[config.mk]
export PLATFORM = sky130hd
export DESIGN_NAME = e603_subsys_irq_gateway_flat
export DESIGN_NICKNAME = d
export VERILOG_FILES = /design/src/rtl/e603_subsys_irq_gateway_pkg.sv /design/src/rtl/e603_subsys_irq_gateway_if.sv /design/src/rtl/e603_subsys_irq_gate_cell.sv /design/src/rtl/e603_subsys_irq_gateway.sv /design/src/flat_wrapper.sv
export SDC_FILE = /design/constraint.sdc
export NUM_CORES = 1
export LEC_CHECK = 0
export CAP_MARGIN = 30
export CORE_ASPECT_RATIO = 0.75
export CORE_MARGIN = 5
export CORE_UTILIZATION = 50
export CTS_BUF_LIST = sky130_fd_sc_hd__clkbuf_4 sky130_fd_sc_hd__clkbuf_8
export DETAILED_ROUTE_END_ITERATION = 7
export HOLD_SLACK_MARGIN = 0.08
export PLACE_DENSITY = 0.82
export SLEW_MARGIN = 20
export SYNTH_ARGS = -nofsm -noshare
export SYNTH_HDL_FRONTEND = slang
export SYNTH_SLANG_ARGS = --single-unit
[constraint.sdc]
create_clock -name clk -period 2.4 [get_ports clk]
set_input_delay 0.48 -clock clk [delete_from_list [all_inputs] [get_ports clk]]
set_output_delay 0.48 -clock clk [all_outputs]
set_load 0.01 [all_outputs]
[src/rtl/e603_subsys_irq_gateway_pkg.sv]
// Shared types and constants for the subsystem IRQ gateway.
// Gateway state encodings and the "no interrupt" claim ID.
package e603_subsys_irq_gateway_pkg;

  typedef enum logic [1:0] {
    GW_IDLE = 2'd0,
    GW_PEND = 2'd1,
    GW_SERV = 2'd2
  } gw_state_e;

  localparam int ID_NONE = 0;

  // Edge sources trigger on a synchronized rising edge, level sources on a high level.
  function automatic logic gw_trigger(input logic edge_mode, input logic s, input logic rise);
    return edge_mode ? rise : s;
  endfunction

endpackage

[src/rtl/e603_subsys_irq_gateway_if.sv]
// Core-side interrupt request and claim/complete handshake.
// The core drives the strobes (master); the gateway answers (slave).
interface e603_subsys_irq_gateway_if #(
  parameter int ID_W = 6
) ();

  logic            claim_req;
  logic            claim_ack;
  logic [ID_W-1:0] claim_id;
  logic            cmpl_vld;
  logic [ID_W-1:0] cmpl_id;
  logic            irq_req;

  modport master (
    output claim_req, cmpl_vld, cmpl_id,
    input  claim_ack, claim_id, irq_req
  );

  modport slave (
    input  claim_req, cmpl_vld, cmpl_id,
    output claim_ack, claim_id, irq_req
  );

endinterface

[src/rtl/e603_subsys_irq_gate_cell.sv]
// Per-source gateway: synchronizer, edge detect, IDLE/PEND/SERV state and
// a one-deep held edge that re-pends the source on completion.
module e603_subsys_irq_gate_cell
  import e603_subsys_irq_gateway_pkg::*;
#(
  parameter int SYNC_STAGES = 2
) (
  input  logic clk,
  input  logic rst,
  input  logic irq_in,
  input  logic edge_mode,
  input  logic claim_win,
  input  logic cmpl_hit,
  output logic pend
);

  logic      s;
  logic      s_prev_q;
  logic      rise;
  logic      held_q, held_d;
  gw_state_e state_q, state_d;

  generate
    if (SYNC_STAGES == 0) begin : g_nosync
      assign s = irq_in;
    end else begin : g_sync
      logic [SYNC_STAGES-1:0] sync_q, sync_d;

      always_comb begin
        sync_d[0] = irq_in;
        for (int k = 1; k < SYNC_STAGES; k++) sync_d[k] = sync_q[k-1];
      end

      always_ff @(posedge clk) begin
        if (rst) sync_q <= '0;
        else     sync_q <= sync_d;
      end

      assign s = sync_q[SYNC_STAGES-1];
    end
  endgenerate

  assign rise = s & ~s_prev_q;

  // A completion racing a fresh edge re-pends rather than losing the edge.
  always_comb begin
    state_d = state_q;
    held_d  = held_q;
    case (state_q)
      GW_IDLE: if (gw_trigger(edge_mode, s, rise)) state_d = GW_PEND;
      GW_PEND: if (claim_win) state_d = GW_SERV;
      GW_SERV: begin
        if (cmpl_hit) begin
          state_d = (held_q || (edge_mode && rise)) ? GW_PEND : GW_IDLE;
          held_d  = 1'b0;
        end else if (edge_mode && rise) begin
          held_d = 1'b1;
        end
      end
      default: begin
        state_d = GW_IDLE;
        held_d  = 1'b0;
      end
    endcase
  end

  always_ff @(posedge clk) begin
    if (rst) begin
      state_q  <= GW_IDLE;
      held_q   <= 1'b0;
      s_prev_q <= 1'b0;
    end else begin
      state_q  <= state_d;
      held_q   <= held_d;
      s_prev_q <= s;
    end
  end

  assign pend = (state_q == GW_PEND);

endmodule

[src/rtl/e603_subsys_irq_gateway.sv]
// Receive-side IRQ gateway: per-source gate cells, lowest-index priority
// selection and registered claim/complete handshake toward the core.
module e603_subsys_irq_gateway
  import e603_subsys_irq_gateway_pkg::*;
#(
  parameter int IRQ_NUM     = 51,
  parameter int ID_W        = 6,
  parameter int SYNC_STAGES = 2
) (
  input  logic               clk,
  input  logic               rst,
  input  logic [IRQ_NUM-1:0] irq_in,
  input  logic [IRQ_NUM-1:0] irq_en,
  input  logic [IRQ_NUM-1:0] irq_edge,
  output logic [IRQ_NUM-1:0] irq_pend,
  e603_subsys_irq_gateway_if.slave core
);

  logic [IRQ_NUM-1:0] eligible;
  logic [IRQ_NUM-1:0] claim_win;
  logic [IRQ_NUM-1:0] cmpl_hit;
  logic [ID_W-1:0]    winner_id;
  logic               winner_vld;

  logic               claim_ack_q, claim_ack_d;
  logic [ID_W-1:0]    claim_id_q, claim_id_d;
  logic               irq_req_q, irq_req_d;

  for (genvar g = 0; g < IRQ_NUM; g++) begin : g_cell
    e603_subsys_irq_gate_cell #(
      .SYNC_STAGES(SYNC_STAGES)
    ) u_cell (
      .clk      (clk),
      .rst      (rst),
      .irq_in   (irq_in[g]),
      .edge_mode(irq_edge[g]),
      .claim_win(claim_win[g]),
      .cmpl_hit (cmpl_hit[g]),
      .pend     (irq_pend[g])
    );
  end

  assign eligible = irq_pend & irq_en;

  // Scan from the top so the lowest eligible index is the last one kept.
  always_comb begin
    winner_vld = 1'b0;
    winner_id  = ID_W'(ID_NONE);
    claim_win  = '0;
    for (int i = IRQ_NUM - 1; i >= 0; i--) begin
      if (eligible[i]) begin
        winner_vld   = 1'b1;
        winner_id    = ID_W'(i + 1);
        claim_win    = '0;
        claim_win[i] = core.claim_req;
      end
    end
  end

  always_comb begin
    cmpl_hit = '0;
    for (int i = 0; i < IRQ_NUM; i++)
      cmpl_hit[i] = core.cmpl_vld && (core.cmpl_id == ID_W'(i + 1));
  end

  always_comb begin
    claim_ack_d = core.claim_req;
    claim_id_d  = claim_id_q;
    irq_req_d   = |eligible;
    if (core.claim_req) claim_id_d = winner_vld ? winner_id : ID_W'(ID_NONE);
  end

  always_ff @(posedge clk) begin
    if (rst) begin
      claim_ack_q <= 1'b0;
      claim_id_q  <= '0;
      irq_req_q   <= 1'b0;
    end else begin
      claim_ack_q <= claim_ack_d;
      claim_id_q  <= claim_id_d;
      irq_req_q   <= irq_req_d;
    end
  end

  assign core.claim_ack = claim_ack_q;
  assign core.claim_id  = claim_id_q;
  assign core.irq_req   = irq_req_q;

endmodule

[src/flat_wrapper.sv]
// flat-port wrapper written by rule: the top's interface ports become plain ports
module e603_subsys_irq_gateway_flat import e603_subsys_irq_gateway_pkg::*;
#(
  parameter int IRQ_NUM     = 51,
  parameter int ID_W        = 6,
  parameter int SYNC_STAGES = 2
)
  (clk, rst, irq_in, irq_en, irq_edge, irq_pend, core_claim_req, core_cmpl_vld, core_cmpl_id, core_claim_ack, core_claim_id, core_irq_req);
  e603_subsys_irq_gateway_if #(.ID_W(ID_W)) core_i ();
  input  logic clk;
  input  logic rst;
  input  logic [IRQ_NUM-1:0] irq_in;
  input  logic [IRQ_NUM-1:0] irq_en;
  input  logic [IRQ_NUM-1:0] irq_edge;
  output logic [IRQ_NUM-1:0] irq_pend;
  input wire logic [$bits(core_i.claim_req)-1:0] core_claim_req;
  input wire logic [$bits(core_i.cmpl_vld)-1:0] core_cmpl_vld;
  input wire logic [$bits(core_i.cmpl_id)-1:0] core_cmpl_id;
  output wire logic [$bits(core_i.claim_ack)-1:0] core_claim_ack;
  output wire logic [$bits(core_i.claim_id)-1:0] core_claim_id;
  output wire logic [$bits(core_i.irq_req)-1:0] core_irq_req;
  assign core_i.claim_req = core_claim_req;
  assign core_i.cmpl_vld = core_cmpl_vld;
  assign core_i.cmpl_id = core_cmpl_id;
  assign core_claim_ack = core_i.claim_ack;
  assign core_claim_id = core_i.claim_id;
  assign core_irq_req = core_i.irq_req;
  e603_subsys_irq_gateway #(.IRQ_NUM(IRQ_NUM), .ID_W(ID_W), .SYNC_STAGES(SYNC_STAGES)) u_core (.clk(clk), .rst(rst), .irq_in(irq_in), .irq_en(irq_en), .irq_edge(irq_edge), .irq_pend(irq_pend), .core(core_i));
endmodule
==> out/results.tsv <==
metric	value	unit
cp.arrival	2.88	ns
ir_drop	0.497	mV
synth-compound-area-share	17.4	%
synth_area_per_cell	8.69	um2
synth-main-ff-cell	dfxtp_1	
vias	13600	
port_buffers	221	
grt_pass1_vias	13200	
ant_nets	0	
p_sw_share	25.4	%
power_density	649	nW/um2
grt_max_degree	89	
drt-initial-drc-count	1337	
hp-class	in2reg	
yosysSeqAreaShare	44.9	%
worstSetupPathType	reg2reg	
final-setup-viol-count	1	
grt_pass1_wl	68200	um
cts-buffers-inserted	50	
grt_usage	26.7	%
tightest_slew	0.548	ns
dp_hpwl	33200	um
sequentialPowerShare	44.4	%
startpoint_type	register	
rows	53	
rsz0062_at_grt	true	
initial_core_util	50.3	%
internal_power	9.28	mW
place_area	17900	um2
yosysUniqueCellTypes	67	
coreArea	27800	um2
fin_nets	2177	
period_needed	2.45	ns
fin_tns_setup	-0.0482	ns
syn_nets	1773	
fin_worst_skew	0.0227	ns
cp_data_required_time	2.83	ns
relSlewSlack	63.2	%
synth.area.mux_share	1.86	%
fin_area	19200	um2
layout_commonest_cell	dfxtp_1	
synth-seq-cells	314	
fmax	0.408	GHz
firstDrtPassIters	5	
path_clk_slew	0.06	ns
fillers	2186	
status	finished, violations left	
hold_viol_final	0	
cts_buffer_depth	3	
post-route-util	68.9	%
crit_path_end_kind	register	
clock-sinks	314	
cp_max_fo	5	
whs_path_depth	3	
die_x	203	um
grt_overflow	0	
maxSlewViolCount	0	
clkLatencyLatePin	0.59	ns
yosys.area_share.adder	0	%
drcViolationCount	0	
power_frac_clock	40.5	%
die_area	31500	um2
synth.area.top_cells	dfxtp_1 (45%), nor2b_1 (11%), a21oi_1 (4.5%), nand2_1 (3.5%), nor2_1 (3.3%)	
synth-simple-area-share	30.3	%
failed_checks	negative setup slack	
routabilityCongestion	0.986	
htreeDepth	2	
yosysWarnings	0	
die_h	155	um
cts_tree	yes	
viasPerCell	5.65	
r2r_cells	7	
layout_common_cells	dfxtp_1 (309), buf_4 (235), nor2b_1 (224), clkdlybuf4s50_1 (208), nand2_1 (131)	
p_comb_share	15.2	%
root_buffer	clkbuf_8	
synth_area_leader_cell	dfxtp_1	
netlist.area_leader.share	44.9	%
p_leak	7.78	nW
post-route-period-util	102	%
synth_top_family_by_area	simple AND/OR/NAND/NOR gates	
cap_violations	0	
drive_above_1_share	19.0	%
pin_count	222	
wl_per_cell	18.3	um
antenna_found_initial	4	
synthXorXnorAreaFrac	0	%
wl	44200	um
netlist_area	14000	um2
worst_slack	-0.0482	ns
async_reset_ff_share	0	%
synthCells	1610	
syn_to_final_growth	36.9	%
synth_edf_count	0	
net-switching-power	3.16	mW
-- power by group through the flow --
stage	sequential (mW)	combinational [mW]	clock [mW]
detailed placement	5.63	1.81	0
global route	5.54	2.01	5.39
finish	5.52	1.89	5.03
floorplan	5.61	0.867	0
CTS	5.51	1.82	5.13
global placement	5.62	1.77	0
-- worst max-delay path, cell delays in order, from the launching register on --
cell       delay (ns)
dfxtp_4          0.35
and3b_2          0.24
nor4_4           0.35
nand3_2          0.17
or3b_4           0.41
or4_4            0.48
o2111ai_1        0.16
a21oi_1          0.14
-- area by class of cell --
type                    instances  area, um2  area share [%]
multi-input cells            1147       7070            36.9
flip-flops and latches        314       6290            32.9
repair buffers                459       4060            21.2
clock buffers                  80       1010            5.29
well taps                     357        447            2.33
inverters                      42        158           0.823
clock inverters                11        111           0.581
diodes                          2       5.00          0.0261
-- sequential cells by signal (all words and copies together) (netlist names) --
| register | flops |
|---|---|
| u_core.core.claim_ack | 1 |
| u_core.core.claim_id | 6 |
| u_core.core.irq_req | 1 |
| u_core.g_cell.u_cell.g_sync.sync_q | 102 |
| u_core.g_cell.u_cell.held_q | 51 |
| u_core.g_cell.u_cell.s_prev_q | 51 |
| u_core.g_cell.u_cell.state_q | 102 |
-- synth_stat cells, drive strengths merged, types with 7 or more instances --
cell / number
a21o: 10
o21a: 7
nor4: 18
and3: 10
nand3b: 43
a22oi: 28
a41oi: 32
a31oi: 18
a21oi: 125
clkbuf: 51
and3b: 31
nand4: 14
and2: 12
nor3b: 9
nor3: 60
mux2i: 26
o211ai: 11
o21ai: 32
dfxtp: 314
buf: 56
nor2: 124
nor2b: 236
nand2: 131
a31o: 8
nand2b: 17
inv: 42
a211oi: 37
nand3: 28
-- cell families after synthesis --
| logic type | count (synthesis) |
|---|---|
| buffers and inverters | 149 |
| multiplexers | 26 |
| AND/OR/NAND/NOR | 757 |
| flip-flops | 314 |
| AO/OA/AOI/OAI | 364 |
-- layer usage --
metal	routed length, um	GRT usage [%]	up-vias
met5	34	0	-
met4	1570	10.1	6
met3	4600	7.61	110
met2	18800	39.7	640
met1	19200	37.1	6382
li1	-	-	6496
-- timing repair --
item | 4_1_cts | 5_1_grt
hold buffers | 0 | 0
gates resized for setup | 8 | 35
setup buffers | 0 | 6
hold endpoints to repair | 0 | 0
pin swaps | 0 | 7
setup endpoints to repair | 8 | 31
-- worst paths after layout --
kind	from	to	slack, ns
max	u_core.g_cell[31].u_cell.state_q[0]	u_core.core.claim_id[2]	-0.05
min	irq_en[12]	u_core.g_cell[12].u_cell.state_q[0]	0.26
max reg2reg	u_core.g_cell[31].u_cell.state_q[0]	u_core.core.claim_id[2]	-0.05
min reg2reg	u_core.g_cell[45].u_cell.g_sync.sync_q[0]	u_core.g_cell[45].u_cell.g_sync.sync_q[1]	0.43
-- stage by stage --
step	std cells	power, mW	setup WS [ns]	hold WS (ns)
6_report	2412	12.4	-0.0482	0.255
5_1_grt	2411	12.9	-0.121	0.256
4_1_cts	2404	12.5	0.00274	0.260
3_5_place_dp	2313	7.43	-0.573	0.420
3_3_place_gp	2313	7.39	-0.548	0.416
2_1_floorplan	1610	6.47	-0.122	0.414
Power figures use the tool's default switching activity.
